## src/rtl/uoram_datapath_gen.sv

```systemverilog
// UORAM frontend data path: routes one ORAM block at a time between the network,
// the PLB evict/refill ports and the backend store/load ports.
//   state | meaning
//   IDLE  | no request open, waiting for SwitchReq
//   XFER  | moving block beats for the latched mode until store/return are done
module uoram_datapath_gen #(
  parameter int          FEDWidth    = 64,
  parameter int          LeafWidth   = 32,
  parameter int          BlockChunks = 8,
  parameter int          EvictDepth  = 16,
  parameter logic [31:0] FakeWord    = 32'h00af1234
) (
  input  logic                 Clock,
  input  logic                 Reset,
  input  logic                 SwitchReq,
  input  logic                 DataBlockReq,
  input  logic [1:0]           Cmd,
  input  logic                 Dummy,
  output logic                 Busy,
  output logic                 ExpectingProgramData,
  output logic                 Error,
  output logic                 DataInReady,
  input  logic                 DataInValid,
  input  logic [FEDWidth-1:0]  DataIn,
  input  logic                 ReturnDataReady,
  output logic                 ReturnDataValid,
  output logic [FEDWidth-1:0]  ReturnData,
  output logic                 PPPEvictDataReady,
  input  logic                 PPPEvictDataValid,
  input  logic [LeafWidth-1:0] PPPEvictData,
  input  logic                 PPPRefillDataReady,
  output logic                 PPPRefillDataValid,
  output logic [LeafWidth-1:0] PPPRefillData,
  input  logic                 StoreDataReady,
  output logic                 StoreDataValid,
  output logic [FEDWidth-1:0]  StoreData,
  output logic                 LoadDataReady,
  input  logic                 LoadDataValid,
  input  logic [FEDWidth-1:0]  LoadData
);

  localparam int R   = FEDWidth / LeafWidth;
  localparam int CW  = $clog2(BlockChunks + 1);
  localparam int GW  = $clog2(R + 1);
  localparam int FCW = $clog2(EvictDepth + 1);
  localparam int AW  = (EvictDepth > 1) ? $clog2(EvictDepth) : 1;
  localparam logic [FEDWidth-1:0] FakeBeat = {(FEDWidth / 32){FakeWord}};

  typedef enum logic {S_IDLE, S_XFER} state_e;
  typedef enum logic [1:0] {M_PROG_ST, M_PROG_LD, M_FAKE, M_POSMAP} mode_e;

  state_e state_q, state_d;
  mode_e  mode_q, mode_d;
  logic   db_req_q, db_req_d;
  logic   st_req_q, st_req_d;
  logic   ret_req_q, ret_req_d;
  logic   err_q, err_d;
  logic [CW-1:0] st_cnt_q, st_cnt_d;
  logic [CW-1:0] ret_cnt_q, ret_cnt_d;

  logic [LeafWidth-1:0] fifo_mem_q [EvictDepth];
  logic [AW-1:0]        wr_ptr_q, wr_ptr_d, rd_ptr_q, rd_ptr_d;
  logic [FCW-1:0]       fifo_cnt_q, fifo_cnt_d;
  logic [FEDWidth-1:0]  gat_q, gat_d;
  logic [GW-1:0]        gat_cnt_q, gat_cnt_d, gat_base;
  logic [FEDWidth-1:0]  sct_q, sct_d;
  logic [GW-1:0]        sct_cnt_q, sct_cnt_d;

  logic busy, st_full, ret_full, gat_full, sct_empty, fifo_full, fifo_empty;
  logic st_fire, ret_fire, refill_fire, ev_push, ev_pop, gat_take, is_read;
  logic st_done_d, ret_done_d;
  int   gat_idx;

  assign busy       = (state_q == S_XFER);
  assign st_full    = (st_cnt_q == CW'(BlockChunks));
  assign ret_full   = (ret_cnt_q == CW'(BlockChunks));
  assign gat_full   = (gat_cnt_q == GW'(R));
  assign sct_empty  = (sct_cnt_q == '0);
  assign fifo_full  = (fifo_cnt_q == FCW'(EvictDepth));
  assign fifo_empty = (fifo_cnt_q == '0);
  assign is_read    = (Cmd == 2'd2) || (Cmd == 2'd3);

  assign Busy                 = busy;
  assign ExpectingProgramData = busy && db_req_q;
  assign Error                = err_q;

  // Per-mode routing of the store and return sides; all gated off outside XFER.
  always_comb begin
    DataInReady     = 1'b0;
    StoreDataValid  = 1'b0;
    StoreData       = '0;
    ReturnDataValid = 1'b0;
    ReturnData      = '0;
    LoadDataReady   = 1'b0;
    ret_fire        = 1'b0;
    if (busy) begin
      unique case (mode_q)
        M_PROG_ST: begin
          StoreData      = DataIn;
          StoreDataValid = DataInValid && !st_full;
          DataInReady    = StoreDataReady && !st_full;
        end
        M_PROG_LD: begin
          ReturnData      = LoadData;
          ReturnDataValid = LoadDataValid && !ret_full;
          LoadDataReady   = ReturnDataReady && !ret_full;
          ret_fire        = LoadDataValid && LoadDataReady;
        end
        M_FAKE: begin
          StoreData       = FakeBeat;
          StoreDataValid  = !st_full;
          ReturnData      = FakeBeat;
          ReturnDataValid = !ret_full;
          LoadDataReady   = 1'b1;
          ret_fire        = ReturnDataValid && ReturnDataReady;
        end
        M_POSMAP: begin
          StoreData      = gat_q;
          StoreDataValid = gat_full && !st_full;
          LoadDataReady  = sct_empty && !ret_full;
          ret_fire       = LoadDataValid && LoadDataReady;
        end
        default: ;
      endcase
    end
    st_fire = StoreDataValid && StoreDataReady;
  end

  // Evict FIFO feeding the gather; gather restarts on the cycle its beat is stored.
  always_comb begin
    PPPEvictDataReady = !fifo_full;
    ev_push    = PPPEvictDataValid && !fifo_full;
    gat_take   = st_fire && (mode_q == M_POSMAP);
    gat_base   = gat_take ? '0 : gat_cnt_q;
    ev_pop     = !fifo_empty && (gat_base < GW'(R));
    gat_d      = gat_take ? '0 : gat_q;
    gat_cnt_d  = gat_base;
    gat_idx    = int'(gat_base) * LeafWidth;
    wr_ptr_d   = wr_ptr_q;
    rd_ptr_d   = rd_ptr_q;
    fifo_cnt_d = fifo_cnt_q;
    if (ev_pop) begin
      gat_d[gat_idx +: LeafWidth] = fifo_mem_q[rd_ptr_q];
      gat_cnt_d = gat_base + GW'(1);
      rd_ptr_d  = (rd_ptr_q == AW'(EvictDepth - 1)) ? '0 : rd_ptr_q + AW'(1);
    end
    if (ev_push) begin
      wr_ptr_d = (wr_ptr_q == AW'(EvictDepth - 1)) ? '0 : wr_ptr_q + AW'(1);
    end
    unique case ({ev_push, ev_pop})
      2'b10:   fifo_cnt_d = fifo_cnt_q + FCW'(1);
      2'b01:   fifo_cnt_d = fifo_cnt_q - FCW'(1);
      default: fifo_cnt_d = fifo_cnt_q;
    endcase
  end

  // Refill scatter: one load beat in, R leaves out LSB-first.
  always_comb begin
    PPPRefillDataValid = !sct_empty;
    PPPRefillData      = sct_q[LeafWidth-1:0];
    refill_fire        = PPPRefillDataValid && PPPRefillDataReady;
    sct_d              = sct_q;
    sct_cnt_d          = sct_cnt_q;
    if (refill_fire) begin
      sct_d     = sct_q >> LeafWidth;
      sct_cnt_d = sct_cnt_q - GW'(1);
    end
    if (ret_fire && (mode_q == M_POSMAP)) begin
      sct_d     = LoadData;
      sct_cnt_d = GW'(R);
    end
  end

  always_comb begin
    state_d    = state_q;
    mode_d     = mode_q;
    db_req_d   = db_req_q;
    st_req_d   = st_req_q;
    ret_req_d  = ret_req_q;
    st_cnt_d   = st_cnt_q;
    ret_cnt_d  = ret_cnt_q;
    err_d      = err_q;
    st_done_d  = 1'b0;
    ret_done_d = 1'b0;
    if (SwitchReq && busy) err_d = 1'b1;
    if (LoadDataValid && (!busy || (mode_q == M_PROG_ST))) err_d = 1'b1;
    if (DataInValid && !(busy && (mode_q == M_PROG_ST))) err_d = 1'b1;
    unique case (state_q)
      S_IDLE: begin
        if (SwitchReq) begin
          state_d  = S_XFER;
          db_req_d = DataBlockReq;
          if (!DataBlockReq)  mode_d = M_POSMAP;
          else if (!is_read)  mode_d = M_PROG_ST;
          else if (Dummy)     mode_d = M_FAKE;
          else                mode_d = M_PROG_LD;
          st_req_d  = (mode_d != M_PROG_LD);
          ret_req_d = (mode_d != M_PROG_ST);
          st_cnt_d  = '0;
          ret_cnt_d = '0;
        end
      end
      S_XFER: begin
        if (st_fire)  st_cnt_d  = st_cnt_q + CW'(1);
        if (ret_fire) ret_cnt_d = ret_cnt_q + CW'(1);
        st_done_d  = !st_req_q || (st_cnt_d == CW'(BlockChunks));
        ret_done_d = !ret_req_q || (ret_cnt_d == CW'(BlockChunks));
        // Leaves still in the scatter belong to this block, so hold XFER until drained.
        if (st_done_d && ret_done_d && (sct_cnt_d == '0)) state_d = S_IDLE;
      end
      default: state_d = S_IDLE;
    endcase
  end

  always_ff @(posedge Clock) begin
    if (ev_push) fifo_mem_q[wr_ptr_q] <= PPPEvictData;
  end

  always_ff @(posedge Clock) begin
    if (Reset) begin
      state_q    <= S_IDLE;
      mode_q     <= M_PROG_ST;
      db_req_q   <= 1'b0;
      st_req_q   <= 1'b0;
      ret_req_q  <= 1'b0;
      st_cnt_q   <= '0;
      ret_cnt_q  <= '0;
      err_q      <= 1'b0;
      wr_ptr_q   <= '0;
      rd_ptr_q   <= '0;
      fifo_cnt_q <= '0;
      gat_q      <= '0;
      gat_cnt_q  <= '0;
      sct_q      <= '0;
      sct_cnt_q  <= '0;
    end else begin
      state_q    <= state_d;
      mode_q     <= mode_d;
      db_req_q   <= db_req_d;
      st_req_q   <= st_req_d;
      ret_req_q  <= ret_req_d;
      st_cnt_q   <= st_cnt_d;
      ret_cnt_q  <= ret_cnt_d;
      err_q      <= err_d;
      wr_ptr_q   <= wr_ptr_d;
      rd_ptr_q   <= rd_ptr_d;
      fifo_cnt_q <= fifo_cnt_d;
      gat_q      <= gat_d;
      gat_cnt_q  <= gat_cnt_d;
      sct_q      <= sct_d;
      sct_cnt_q  <= sct_cnt_d;
    end
  end

endmodule

```

## config.mk

```make
export PLATFORM = sky130hd
export DESIGN_NAME = uoram_datapath_gen
export DESIGN_NICKNAME = d
export VERILOG_FILES = /design/src/rtl/uoram_datapath_gen.sv
export SDC_FILE = /design/constraint.sdc
export NUM_CORES = 1
export LEC_CHECK = 0
export CORE_ASPECT_RATIO = 1.4
export CORE_UTILIZATION = 50
export CTS_CLUSTER_DIAMETER = 60
export CTS_CLUSTER_SIZE = 14
export DETAILED_ROUTE_END_ITERATION = 10
export HOLD_SLACK_MARGIN = 0.15
export PLACE_DENSITY = 0.76
export SETUP_SLACK_MARGIN = 0.02
export SYNTH_ARGS = -nofsm -noshare
export SYNTH_HDL_FRONTEND = slang
export SYNTH_SLANG_ARGS = --single-unit
```

## constraint.sdc

```tcl
create_clock -name Clock -period 4 [get_ports Clock]
set_input_delay 0.6 -clock Clock [delete_from_list [all_inputs] [get_ports Clock]]
set_output_delay 0.6 -clock Clock [all_outputs]
set_load 0.01 [all_outputs]
```

==> results of run 1 <==
area by class of cell:
type | instances | area share (%)
Sequential cell | 676 | 56.3
Multi-Input combinational cell | 899 | 24.6
Tap cell | 721 | 2.72
Clock buffer | 68 | 4.33
Inverter | 20 | 0.227
Timing Repair Buffer | 391 | 11.6
Clock inverter | 3 | 0.208
Antenna cell | 4 | 0.0302
cells in the mapped netlist (4+ instances only):
library cell and n:
nor2_1 139, inv_1 18, a311oi_1 35, nor3_1 10, nand3_1 37, mux2i_1 5, xor2_1 7, buf_6 5
a22o_1 48, o21ai_0 25, and2_1 45, and3_1 5, mux4_2 160, xnor2_1 4, nor2b_1 8, or3_1 4
buf_2 22, nand2b_1 9, clkbuf_1 84, dfxtp_1 164, a21oi_1 55, a211oi_1 4, a221oi_1 22, a22oi_1 44
buf_4 34, ha_1 22, edfxtp_1 512, a21o_1 23, buf_1 12, nand2_1 148
metrics by stage:
step	hold slack, ns	cell area (µm²)	utilization [%]	worst slack [ns]	instances
2_1_floorplan	0.425	27500	-	0.0344	1752
3_3_place_gp	0.434	31600	58.2	0.223	2707
3_5_place_dp	0.443	31600	58.2	0.234	2707
4_1_cts	0.386	33100	61.0	0.183	2778
5_1_grt	0.407	33100	61.0	0.0898	2781
6_report	0.402	33100	61.0	0.173	2782
metal layers:
metal,global-route usage [%],share of wire (%)
met5,0,0.093
met1,31.2,36
met2,45.7,50
met3,5.47,8.3
met4,12.6,5.1
registers in the layout, summed over array words and instances, names as in the netlist, 4 cells and up, named ones only:
name        count
gat_q          64
ret_cnt_q       4
fifo_cnt_q      5
fifo_mem_q    512
wr_ptr_q        4
sct_q          64
st_cnt_q        4
rd_ptr_q        4
logic make-up after synthesis:
| family | synth area share [%] |
|---|---|
| AND/OR/NAND/NOR | 7.08 |
| flip-flops | 67.8 |
| multiplexers | 13.3 |
| AO/OA/AOI/OAI | 7.30 |
| XOR/XNOR | 0.350 |
| adder cells (fa/ha/maj) | 1.00 |
| buffers and inverters | 3.12 |
worst max-delay path by stage:
stage                  start  cells after the start                to
3_5_place_dp     DataInValid                     15     fifo_cnt_q[4]
4_1_cts            mode_q[0]                      7    ReturnData[51]
6_report           mode_q[0]                      7    ReturnData[51]
2_1_floorplan  fifo_cnt_q[1]                      7  fifo_mem_q[0][0]
5_1_grt            mode_q[0]                      7    ReturnData[23]
3_3_place_gp     DataInValid                     15     fifo_cnt_q[4]
worst max-delay path, stage by stage, from the launching register on:
cell	delay, ns
dfxtp_1	0.36
inv_1	0.13
ha_1	0.21
buf_4	0.31
and3_1	0.70
buf_4	0.27
a21o_1	0.10
clkdlybuf4s50_1	0.53
power by group:
part	internal, W	switching, W
Combinational	0.00201	0.00208
Clock	0.00250	0.00235
Sequential	0.00782	0.000275
==> results by group, run 1 <==
Setup path
  • Worst reg2reg path depth: 16
  • R2R Setup Slk: 0.47 ns
  • Critical path class: flip-flop to output port
  • Critical R2R Capture: fifo_cnt_q[4]
  • Worst R2R Start: mode_q[1]
  • Required time of the critical path: ~3.4 ns
  • Crit path DAT: 3.23 ns
  • Worst-path maximum fanout: 25
  • CP Launch Type: flip-flop
  • CP Capture Type: output port

Drt
  • Routed len/inst: ~27 µm
  • Vias: ~17000
  • Via-to-Cell Ratio: 6.07
  • TritonRoute pass-1 iters: 5
  • Post-route ant nets: 0
  • Post-Route WL: 74100 µm
  • DR iter-0 viols: 1603
  • DRC viols: 0

Status
  • Status: finished clean

Worst hold path
  • Hold endpoint: db_req_q
  • Worst hold stages: 2
  • Hold WC Path Type: input port to flip-flop
  • Worst min-delay path startpoint: Reset

Synth
  • Synth Flop Type: edfxtp_1
  • Synth warn: 0
  • Average size of a mapped cell: 15.7 µm²
  • Post-synth ARST share: 0%
  • Post-synthesis sequential area ratio: 67.8%
  • Netlist cell types: 56
  • Syn Inst Count: 1752
  • Yosys top cell by area: edfxtp_1
  • Synth area leaders: edfxtp_1, mux4_2, dfxtp_1, nand2_1, nor2_1
  • Syn Nets: 1947
  • Mapped Area: ~28000 µm²
  • Post-synth EDFFs: about 510
  • Flop and latch count out of synthesis: 676
  • Top cell type's share of synthesized area: around 56%

Global route
  • Initial antenna violation count: 10
  • First-pass GRT wire length: 109000 µm
  • Largest net degree at the start of global routing: 98
  • Vias in the first global route: about 17000
  • Total track usage: 26.3%
  • Total gr overflow: 0

Timing
  • Clock Skews: between 0.02 and 0.03 ns
  • Max Transition Viols Final: 0
  • Relative slew slack: 20.0%
  • Setup TNS: 0 ns
  • Minimum clock period: 3.83 ns
  • Final period utilization: 95.7%
  • Fmax: 0.261 GHz
  • Slew @ Worst Pin: 1.20 ns
  • Final setup fails: 0
  • Unrepaired setup endpoints after global routing: false
  • Fin. Hold Viols: 0

Finish
  • Layout Nets: approximately 2200
  • Most common cell after layout, fill and taps aside: edfxtp_1
  • Share of cells above drive strength 1: 15.3%
  • Most frequent cells in the layout: edfxtp_1, clkdlybuf4s50_1, dfxtp_1, mux4_2, nand2_1
  • Multi-input logic area: 8150 µm²
  • Area Overhead vs Synth: 20.5%
  • Fillers: 3910
  • Register area: between 15000 and 20000 µm²

Floorplanning
  • Num rows: slightly above 100
  • Die ar.: between 50000 and 60000 µm²
  • Num ports: 342
  • Die W: 200 µm
  • Area of the core: 54300 µm²
  • Initial core utilization: 50.6%
  • Die height: 280 µm

Clock tree
  • Post-CTS setup buffers: 0
  • CTS Root Cell: clkbuf_16
  • Post_cts resized: 0
  • # hold bufs at CTS: 0
  • CTS tree: built
  • Skew-Pair Late Insertion Delay: 0.61 ns
  • Total CTS buffers: 54
  • Max clock buf depth: 3
  • Clk slew on worst S/H paths: roughly 0.070 ns
  • # H-tree levels: 2
  • Clk sink count: around 680

Power and ir drop
  • PD cells: about 510 nW/µm²
  • Overall power: 0.0170 W
  • Maximum vdd drop: 0.383 mV
  • Pleak: 10.7 nW

Placed design
  • Placer Congestion: roughly 1
  • Post-DP HPWL: 47100 µm
  • # port buffers: 340

Run
  • Max-Cap Viols: 0
Power figures use the tool's default switching activity.
==> inputs of run 2 (changes only) <==
- HOLD_SLACK_MARGIN: 0.15 -> 0.02
==> results of run 2 <==
No change in the layout: final DEF, timing and power equal those of run 1.
==> inputs of run 3 (changes only) <==
- ABC_CLOCK_PERIOD_IN_PS: default -> 4000
==> results of run 3 <==
No change in the layout: final DEF, timing and power equal those of run 1.
